$ cat config.mk
export PLATFORM = sky130hd
export DESIGN_NAME = gse_serial_tx
export DESIGN_NICKNAME = d
export VERILOG_FILES = /design/src/rtl/gse_serial_tx.sv
export SDC_FILE = /design/constraint.sdc
export NUM_CORES = 1
export LEC_CHECK = 0
export ABC_AREA = 1
export CORE_MARGIN = 2
export CORE_UTILIZATION = 47
export DETAILED_ROUTE_END_ITERATION = 8
export PLACE_DENSITY = 0.67
export SLEW_MARGIN = 15
export SYNTH_ARGS = -nofsm -noshare
export SYNTH_HDL_FRONTEND = slang
export SYNTH_SLANG_ARGS = --single-unit
$ cat constraint.sdc
create_clock -name CLK -period 3.2 [get_ports CLK]
set_input_delay 0.48 -clock CLK [delete_from_list [all_inputs] [get_ports CLK]]
set_output_delay 0.48 -clock CLK [all_outputs]
set_load 0.05 [all_outputs]
$ cat src/rtl/gse_serial_tx.sv
// Ground-checkout serial transmitter: CSTN/TER pulses, HALTV level, framed DIN words.
// Optional: define GSE_TX_PARITY_EN to append an odd-parity bit to each word frame.
module gse_serial_tx #(
  parameter int WORD_BITS = 26,
  parameter int CST_TICKS = 4,
  parameter int TER_TICKS = 1,
  parameter int GAP_TICKS = 2
) (
  input  logic                 CLK,
  input  logic                 RST,
  input  logic                 BIT_TICK,
  input  logic                 CMD_VALID,
  output logic                 CMD_READY,
  input  logic [1:0]           CMD_OP,
  input  logic [WORD_BITS-1:0] CMD_DATA,
  output logic                 DIN,
  output logic                 DATAV,
  output logic                 CSTN,
  output logic                 HALTV,
  output logic                 TER,
  output logic                 BUSY,
  output logic                 DONE
);

`ifdef GSE_TX_PARITY_EN
  localparam int FRAME_BITS = WORD_BITS + 1;
`else
  localparam int FRAME_BITS = WORD_BITS;
`endif

  localparam int M1 = (WORD_BITS + 1 > CST_TICKS) ? WORD_BITS + 1 : CST_TICKS;
  localparam int M2 = (TER_TICKS > GAP_TICKS) ? TER_TICKS : GAP_TICKS;
  localparam int CNT_MAX = (M1 > M2) ? M1 : M2;
  localparam int CW = $clog2(CNT_MAX + 1);

  localparam logic [CW-1:0] FRAME_LAST = CW'(FRAME_BITS);
  localparam logic [CW-1:0] CST_LAST   = CW'(CST_TICKS);
  localparam logic [CW-1:0] TER_LAST   = CW'(TER_TICKS);
  localparam logic [CW-1:0] GAP_LAST   = CW'(GAP_TICKS);

  typedef enum logic [2:0] {
    S_IDLE,
    S_WAIT,
    S_SHIFT,
    S_PULSE,
    S_GAP
  } state_e;

  state_e state_q, state_d;
  logic [CW-1:0] cnt_q, cnt_d;
  logic [FRAME_BITS-1:0] sh_q, sh_d;
  logic [FRAME_BITS-1:0] frame;
  logic [CW-1:0] pulse_last;
  logic [1:0] op_q, op_d;
  logic din_q, din_d;
  logic datav_q, datav_d;
  logic cstn_q, cstn_d;
  logic ter_q, ter_d;
  logic haltv_q, haltv_d;
  logic done_q, done_d;

`ifdef GSE_TX_PARITY_EN
  // parity bit chosen so the frame carries an odd number of ones
  assign frame = {CMD_DATA, ~^CMD_DATA};
`else
  assign frame = CMD_DATA;
`endif

  assign pulse_last = (op_q == 2'd2) ? TER_LAST : CST_LAST;

  always_comb begin
    state_d = state_q;
    cnt_d   = cnt_q;
    sh_d    = sh_q;
    op_d    = op_q;
    din_d   = din_q;
    datav_d = datav_q;
    cstn_d  = cstn_q;
    ter_d   = ter_q;
    haltv_d = haltv_q;
    done_d  = 1'b0;
    case (state_q)
      S_IDLE: begin
        if (CMD_VALID) begin
          op_d = CMD_OP;
          if (CMD_OP == 2'd3) begin
            haltv_d = CMD_DATA[0];
            done_d  = 1'b1;
          end else begin
            sh_d    = frame;
            state_d = S_WAIT;
          end
        end
      end
      S_WAIT: begin
        if (BIT_TICK) begin
          cnt_d = CW'(1);
          if (op_q == 2'd0) begin
            state_d = S_SHIFT;
            datav_d = 1'b1;
            din_d   = sh_q[FRAME_BITS-1];
            sh_d    = sh_q << 1;
          end else begin
            state_d = S_PULSE;
            cstn_d  = (op_q != 2'd1);
            ter_d   = (op_q == 2'd2);
          end
        end
      end
      S_SHIFT: begin
        if (BIT_TICK) begin
          if (cnt_q == FRAME_LAST) begin
            datav_d = 1'b0;
            din_d   = 1'b0;
            cnt_d   = '0;
            state_d = S_GAP;
          end else begin
            din_d = sh_q[FRAME_BITS-1];
            sh_d  = sh_q << 1;
            cnt_d = cnt_q + 1'b1;
          end
        end
      end
      S_PULSE: begin
        if (BIT_TICK) begin
          if (cnt_q == pulse_last) begin
            cstn_d  = 1'b1;
            ter_d   = 1'b0;
            cnt_d   = '0;
            state_d = S_GAP;
          end else begin
            cnt_d = cnt_q + 1'b1;
          end
        end
      end
      S_GAP: begin
        if (cnt_q == GAP_LAST) begin
          state_d = S_IDLE;
          done_d  = 1'b1;
        end else if (BIT_TICK) begin
          cnt_d = cnt_q + 1'b1;
        end
      end
      default: state_d = S_IDLE;
    endcase
  end

  always_ff @(posedge CLK) begin
    if (RST) begin
      state_q <= S_IDLE;
      cnt_q   <= '0;
      sh_q    <= '0;
      op_q    <= 2'd0;
      din_q   <= 1'b0;
      datav_q <= 1'b0;
      cstn_q  <= 1'b1;
      ter_q   <= 1'b0;
      haltv_q <= 1'b0;
      done_q  <= 1'b0;
    end else begin
      state_q <= state_d;
      cnt_q   <= cnt_d;
      sh_q    <= sh_d;
      op_q    <= op_d;
      din_q   <= din_d;
      datav_q <= datav_d;
      cstn_q  <= cstn_d;
      ter_q   <= ter_d;
      haltv_q <= haltv_d;
      done_q  <= done_d;
    end
  end

  assign CMD_READY = (state_q == S_IDLE);
  assign BUSY      = (state_q != S_IDLE);
  assign DIN       = din_q;
  assign DATAV     = datav_q;
  assign CSTN      = cstn_q;
  assign TER       = ter_q;
  assign HALTV     = haltv_q;
  assign DONE      = done_q;

endmodule

==> results.toml <==
[pwr]
ir_worst_vdd_mv = 0.520
p_leak_uw = 0.00154
powerDensity_nw_per_um2 = 894
power.total_uw = 2750

[worst_setup_path]
worstPathMaxFanout = 7
max_stage_delay_ns = 0.80
reg2reg_from = "state_q[0]"
crit_type = "reg2out"
cp.required_ns = 2.72
crit_start = "state_q[1]"
path_cells = "nor2_1 > nand2_2 > inv_1 > clkdlybuf4s50_1"
cp-start-kind = "flop"
cpMaxStageDelayCell = "clkdlybuf4s50_1"
endpoint_kind = "primary output"
arrival_ns = 1.89

[finish]
final_cell_mix = "nand2_1, nor2_1, inv_1"
antennaDiodeCount = 0
fillers = 538
drive_above_1_share_pct = 4.27
area_growth_pct = 19.6
multi_input_area_sq_um = 1420
layout_commonest_cell = "nand2_1"
regArea_sq_um = 841
final_net_count = 501

[timing]
tns_ns = 0
fin_skew_ns = 0.0112
setup-violations-final = 0
fin_crit_sh_pct = 74.1
worst_slew_pin_slew_ns = 0.527
timing.hold.ws_ns = 0.467
min_period_ns = 2.37
finalMaxSlewViolations = 0
relSlewSlack_pct = 64.8
grt_setup_unrepaired = "no"
fmax_ghz = 0.422
hold_violations = 0

[yosys]
syn_area_sq_um = 2570
ys_seq_area_share_pct = 32.7
ys_types = 20
synth_top_area_share_pct = 32.7
synth_top_family_by_area = "simple AND/OR/NAND/NOR gates"
synth_nets = 472
syn-instance-count = 438
synth_seq_cells = 42
synth_area_per_cell_sq_um = 5.88
synth_compound_area_share_pct = 9.14
synthXorXnorAreaFrac_pct = 0
yosys.area_share.simple_pct = 44.8
synth_fa_ha_area_share_pct = 0.972
yosys-top-cells-area = "dfxtp_1, nand2_1, nor2_1"
ys_warn_count = 0
yosysTopAreaCell = "dfxtp_1"
synth.area.mux_share_pct = 0

[grt]
grt_pass1_vias = 2360
overflow = 0
grt_pass1_wl_mm = 10.2
grt_max_degree = 53
antenna_found_initial = 0
track_usage_pct = 20.2

[clock_tree]
cts_resized = 0
cts_sinks = 42
clk_pin_slew_worst_paths_ns = 0.08
cts_setup_buffers = 0
cts-root-buf = "clkbuf_8"
ctsHoldBuffers = 0
cts_buffers = 5
clockBufferDepth = 2
clk_latency_ns = 0.30
cts_tree = "done"
cts_max_level = 2

[status]
status = "completed"

[floorplanning]
die_h_microns = 78
rows = 26
io_pins = 40
initial_core_util_pct = 49.4
die_x_microns = 78
die-area_sq_um = 6080
core_sq_um = 5200

[place]
place_congestion = 0.899
hpwl_mm = 4.07
port_buffers = 39

[run]
max_cap_violations = 0

[route]
drt-total-wl_mm = 5.82
viasPerCell = 4.86
postRouteAntennaNets = 0
vias = 2614
avgRoutedWirePerCell_microns = 10.8
dr.pass1.iters = 4
drc_errors = 0
drt-initial-drc-count = 108

[min_path]
hold_start = "DIN"
hp-class = "reg2reg"
[synth_stat cells (all sizes together)]
master	n
a21oi	40
buf	20
clkbuf	1
dfxtp	42
ha	2
inv	46
nand2	171
nand3	38
nand3b	3
nand4	6
nor2	60
nor3	1
nor3b	1
o21ai	7
[through the flow]
stage               worst slack, ns  area (sq um)  utilization, %  std cells
floorplan                      1.49          2570               -        438
global placement              0.858          2940            56.5        530
detailed placement            0.781          2940            56.5        530
CTS                           0.804          3080            59.1        538
global route                  0.746          3080            59.1        538
finish                        0.829          3080            59.1        538
[cells by family after synthesis]
logic type | after synthesis
simple gates | 280
fa+ha+maj | 2
compound gates | 47
buf+inv | 67
flops | 42
[per-layer routing]
layer  GRT usage, %  wire [microns]
met2           35.3            2780
met3           3.49             216
met1           25.3            2740
met5              0               0
met4           6.14              72
[sequential cells by signal, indices dropped and copies added (netlist names)]
| register | cells |
|---|---|
| HALTV | 1 |
| DONE | 1 |
| DATAV | 1 |
| TER | 1 |
| CSTN | 1 |
| op_q | 2 |
| cnt_q | 5 |
| state_q | 3 |
| sh_q | 26 |
| DIN | 1 |
[power by group]
group          internal (uW)  leakage [uW]  switching (uW)
combinational            510       0.00113             949
clock                    313     0.0000683             194
sequential               683      0.000346             101
total                   1510       0.00154            1240
[critical path, delay by kind of cell, from the launching register on]
family | cells | cell delay (ns)
and+or+nand+nor | 2 | 0.33
DFF | 1 | 0.38
buffers and inverters | 2 | 0.88
[path summary, 6_finish.rpt]
path	to	slack, ns	cells after the start
setup / recovery	CMD_READY	0.83	4
hold / removal	DIN	0.47	2
setup reg to reg	sh_q[5]	1.11	10
hold reg to reg	DIN	0.47	2
[layout make-up]
class | instances | share of cell area (%)
clock buffers | 5 | 2.24
inverters | 46 | 5.61
repair buffers | 43 | 13.7
clock inverters | 3 | 2.24
well taps | 70 | 2.85
multi-input cells | 329 | 46.1
flip-flops and latches | 42 | 27.3
Power figures use the tool's default switching activity.
